$ cat config.mk
export PLATFORM = sky130hd
export DESIGN_NAME = rob_ring
export DESIGN_NICKNAME = d
export VERILOG_FILES = /design/src/rtl/rob_ring.sv
export SDC_FILE = /design/constraint.sdc
export NUM_CORES = 1
export LEC_CHECK = 0
export BUFFER_PORTS_ARGS = -buffer_cell sky130_fd_sc_hd__buf_2
export CAP_MARGIN = 25
export CORE_ASPECT_RATIO = 0.9
export CORE_MARGIN = 3
export CORE_UTILIZATION = 38
export DETAILED_ROUTE_END_ITERATION = 8
export SKIP_LAST_GASP = 1
export SLEW_MARGIN = 10
export SYNTH_ARGS = -nofsm -noshare
export SYNTH_HDL_FRONTEND = slang
export SYNTH_SLANG_ARGS = --single-unit
export TNS_END_PERCENT = 100
$ cat constraint.sdc
create_clock -name clk -period 3.6 [get_ports clk]
set_input_delay 0.18 -clock clk [delete_from_list [all_inputs] [get_ports clk]]
set_output_delay 0.18 -clock clk [all_outputs]
set_load 0.05 [all_outputs]
$ cat src/rtl/rob_ring.sv
// In-order-commit reorder buffer: allocates tagged entries at dispatch, accepts
// out-of-order completions by tag, and retires completed entries from the head.
module rob_ring #(
  parameter int DEPTH   = 16,
  parameter int INSTR_W = 16,
  parameter int DATA_W  = 16,
  parameter int REG_W   = 3,
  parameter int TAG_W   = $clog2(DEPTH)
) (
  input  logic               clk,
  input  logic               rst_n,
  input  logic               alloc_valid,
  output logic               alloc_ready,
  input  logic [INSTR_W-1:0] alloc_instr,
  input  logic [REG_W-1:0]   alloc_dest,
  output logic [TAG_W-1:0]   alloc_tag,
  input  logic               cmpl_valid,
  input  logic [TAG_W-1:0]   cmpl_tag,
  input  logic [DATA_W-1:0]  cmpl_value,
  output logic               commit_valid,
  input  logic               commit_ready,
  output logic [TAG_W-1:0]   commit_tag,
  output logic [INSTR_W-1:0] commit_instr,
  output logic [REG_W-1:0]   commit_dest,
  output logic [DATA_W-1:0]  commit_value,
  input  logic               flush,
  output logic [TAG_W:0]     count,
  output logic               empty,
  output logic               full
);

  logic [TAG_W:0]     head, tail;
  logic [TAG_W-1:0]   head_idx, tail_idx;
  logic [DEPTH-1:0]   valid_q, done_q;
  logic [INSTR_W-1:0] instr_mem [DEPTH];
  logic [REG_W-1:0]   dest_mem  [DEPTH];
  logic [DATA_W-1:0]  value_mem [DEPTH];
  logic               alloc_fire, commit_fire, cmpl_hit;

  assign head_idx = head[TAG_W-1:0];
  assign tail_idx = tail[TAG_W-1:0];

  // Pointers carry an extra wrap bit so full and empty are distinguishable.
  assign count = tail - head;
  assign empty = (head == tail);
  assign full  = (head_idx == tail_idx) && (head[TAG_W] != tail[TAG_W]);

  assign alloc_ready  = !full;
  assign alloc_tag    = tail_idx;
  assign commit_valid = !empty && done_q[head_idx];
  assign commit_tag   = head_idx;
  assign commit_instr = instr_mem[head_idx];
  assign commit_dest  = dest_mem[head_idx];
  assign commit_value = value_mem[head_idx];

  assign alloc_fire  = alloc_valid && alloc_ready;
  assign commit_fire = commit_valid && commit_ready;
  assign cmpl_hit    = cmpl_valid && valid_q[cmpl_tag];

  // Control state. The tail slot is never valid unless full, so an alloc and a
  // completion hit can never target the same entry; commit is ordered after
  // completion so a same-cycle completion of the retiring head leaves it clear.
  always_ff @(posedge clk) begin
    if (!rst_n || flush) begin
      head    <= '0;
      tail    <= '0;
      valid_q <= '0;
      done_q  <= '0;
    end else begin
      if (cmpl_hit) begin
        done_q[cmpl_tag] <= 1'b1;
      end
      if (commit_fire) begin
        valid_q[head_idx] <= 1'b0;
        done_q[head_idx]  <= 1'b0;
        head              <= head + (TAG_W+1)'(1);
      end
      if (alloc_fire) begin
        valid_q[tail_idx] <= 1'b1;
        done_q[tail_idx]  <= 1'b0;
        tail              <= tail + (TAG_W+1)'(1);
      end
    end
  end

  // Payload storage; contents are only observed through valid/done entries.
  always_ff @(posedge clk) begin
    if (alloc_fire) begin
      instr_mem[tail_idx] <= alloc_instr;
      dest_mem[tail_idx]  <= alloc_dest;
    end
    if (cmpl_hit) begin
      value_mem[cmpl_tag] <= cmpl_value;
    end
  end

endmodule

==> flow_metrics.tcl <==
set metrics [dict create \
    intPower_mw 11.41 \
    grt_antenna_before_repair 3 \
    vdd_drop_max_mv 0.3628 \
    p_comb_share_pct 2.3 \
    hold_path_class "in2reg" \
    rsz0062_at_grt "false" \
    hold_viol_final 0 \
    slew_violations 0 \
    fillers 5057 \
    netlist_area_um2 23580 \
    vias 11160 \
    cts_htree_levels 2 \
    period_minus_slack_ns 3.264 \
    grt_pass1_wl_um 77860 \
    grt_pass1_vias 11650 \
    syn_area_per_cell_um2 21.96 \
    start_kind "flip-flop" \
    wl_um 51710 \
    cts_buffers 61 \
    drv_cap 0 \
    fp.dieW_um 268.6 \
    final_util_pct 45.36 \
    grt_start_max_net_pins 60 \
    cellLeakagePower_nw 8.551 \
    grt.total_usage_pct 16.19 \
    post_drt_wl_per_cell_um 24.84 \
    floorplan.io_pins 97 \
    crit_arrival_ns 3.08 \
    drive_gt1_share_pct 33.85 \
    clkPwrFrac_pct 43.5 \
    ys_seq_elements 606 \
    fin_skew_ns 0.01349 \
    cts_buffer_depth 3 \
    synth_cells 1074 \
    portBuffers 96 \
    cts_tree "built" \
    final-setup-viol-count 0 \
    switching_share_pct 19.88 \
    min_period_over_period_pct 90.66 \
    setup-tns-final_ns 0 \
    required_ns 3.42 \
    die_area_um2 65090 \
    synth_cell_types 48 \
    p_per_area_nw_per_um2 518.1 \
    seq_area_um2 17750 \
    fin_nets 1304 \
    cts_resized 0 \
    tightest_slew_ns 0.9141 \
    cts.clk_slew.worst_paths_ns 0.06 \
    relSlewSlack_pct 39.06 \
    pwr-share-seq_pct 54.2 \
    dp.final_hpwl_um 30400 \
    worst-setup-path-type "reg2out" \
    coreArea_um2 60620 \
    rows 85 \
    p_switching_mw 2.832 \
    first_pass_iters 5 \
    cts-root-buf "clkbuf_16" \
    initial_utilization_pct 38.90 \
    drc_errors 0 \
    crit_fanout 11 \
    r2r_slack_ns 0.41 \
    outcome "completed" \
    overflow 0 \
    syn-num-nets 1132 \
    multi_input_area_um2 5552 \
    syn_to_final_growth_pct 16.60 \
    cts.sinks 606 \
    synth_seq_area_share_pct 75.21 \
    viasPerCell 5.360 \
    holdWs_ns 0.07549 \
    insertion_delay_ns 0.61 \
    dieHeight_um 242.3 \
    end_kind "output port" \
    drt.antenna.violating_nets 0 \
    yosysWarnings 0 \
    drt_iter0_markers 1124 \
    clock.fmax_mhz 306.4 \
    place_congestion 0.7829 \
]
## what timing repair did
| item | CTS | global route |
|---|---|---|
| setup buffers | 0 | 0 |
| hold endpoints to repair | 560 | 0 |
| hold buffers | 35 | 0 |
## stage by stage
step	area (um2)	cells	worst slack [ns]	total power, mW
floorplan	23580	1074	0.2627	8.004
global placement	25170	1930	0.5676	8.155
detailed placement	25170	1930	0.4125	8.166
CTS	27480	2079	0.3336	14.39
global route	27490	2080	0.1083	14.70
finish	27500	2082	0.3362	14.25
## final cells by class
type                            instances  share of cell area (%)
Clock buffer                           73                   5.715
Tap cell                              783                   3.563
Clock inverter                         41                   1.415
Antenna cell                            2                 0.01820
Sequential cell                       606                   64.55
Multi-Input combinational cell        393                   20.19
Inverter                               13                  0.1775
Timing Repair Buffer                  171                   4.368
## power groups by stage
stage / sequential, mW / combinational [mW] / clock (mW)
floorplan: 7.87 / 0.134 / 0
global placement: 7.87 / 0.289 / 0
detailed placement: 7.87 / 0.299 / 0
CTS: 7.72 / 0.331 / 6.34
global route: 7.72 / 0.357 / 6.63
finish: 7.72 / 0.328 / 6.20
## routing by layer
layer  vias to the layer above  track usage, %  wire length, um  part of all wire (%)
li1                       4838               -                -                     -
met1                      5920           24.35            23500                    45
met2                       340           24.77            24430                    47
met3                        59           3.108             3036                   5.9
met4                         2           3.270              731                   1.4
met5                         -               0                9                 0.017
## cells in the mapped netlist (all sizes together)
master / n / area [um2]
nor3: 10 / 50.05
o2111a: 2 / 22.52
o211ai: 5 / 42.54
xor2: 4 / 35.03
mux4: 179 / 4031
fa: 1 / 20.02
a32oi: 1 / 8.760
nor4b: 6 / 52.55
o21a: 9 / 67.56
buf: 40 / 280.3
o21ai: 8 / 40.04
nand2b: 3 / 18.77
xnor2: 6 / 60.06
and4b: 3 / 30.03
nand4: 3 / 18.77
a21o: 2 / 15.01
a21oi: 18 / 90.09
and4: 3 / 26.28
nor4: 2 / 12.51
nor2: 44 / 172.7
mux2: 1 / 11.26
edfxtp: 560 / 16820
clkbuf: 22 / 82.58
a221oi: 1 / 15.01
inv: 13 / 48.80
o31a: 1 / 8.760
nand2: 20 / 75.07
o211a: 1 / 10.01
and3: 6 / 37.54
ha: 12 / 150.1
nor3b: 6 / 45.04
mux2i: 10 / 100.1
nor2b: 5 / 31.28
and2: 2 / 12.51
o2bb2ai: 1 / 8.760
dfxtp: 46 / 920.9
a21boi: 2 / 18.77
o22ai: 2 / 12.51
a211oi: 1 / 12.51
nand3: 13 / 70.07
## layout by cell type (no fill, tap or decap), drive strengths merged, types with 6 or more instances in the layout
| master | count |
|---|---|
| buf | 136 |
| clkinv | 26 |
| bufinv | 7 |
| nand3 | 13 |
| ha | 12 |
| mux2i | 10 |
| o21ai | 8 |
| dfxtp | 46 |
| xnor2 | 6 |
| o21a | 9 |
| inv | 15 |
| nand2 | 20 |
| clkbuf | 73 |
| edfxtp | 560 |
| nor4b | 6 |
| a21oi | 18 |
| nor2 | 44 |
| mux4 | 179 |
| and3 | 6 |
| nor3 | 10 |
| nor3b | 6 |
| dlygate4sd3 | 35 |
| clkinvlp | 6 |
## path summary, 6_finish.rpt
kind / start / end / cells past startpoint
setup reg to reg: head[3] / instr_mem[14][15] / 6
hold reg to reg: valid_q[13] / valid_q[13] / 2
hold / removal: rst_n / tail[0] / 3
setup / recovery: head[3] / commit_valid / 7
## logic make-up (layout without fill, tap and decap cells)
group	count (synthesis)	in the layout	synth area share, %
AOI/OAI and AO/OA	54	54	1.581
xor gates and xnor gates	10	10	0.4032
adders and majority gates	13	13	0.7215
buffers and inverters	75	298	1.746
DFF	606	606	75.21
muxes	190	190	17.57
other	0	2	0
and+or+nand+nor	126	126	2.770
## state kept, by name, summed over array words and instances (netlist names), named ones only
register / flops
dest_mem: 48
head: 5
tail: 5
valid_q: 16
instr_mem: 256
done_q: 16
value_mem: 256
## worst max-delay path, stage by stage, from the launching register on
cell and delay [ns]:
dfxtp_1 0.58, inv_1 0.15, ha_1 0.36, nand4_1 0.38, o2111a_1 0.50, nor2_4 0.20, nand2_1 0.08, buf_2 0.21
(Power assumes the default switching activity.)
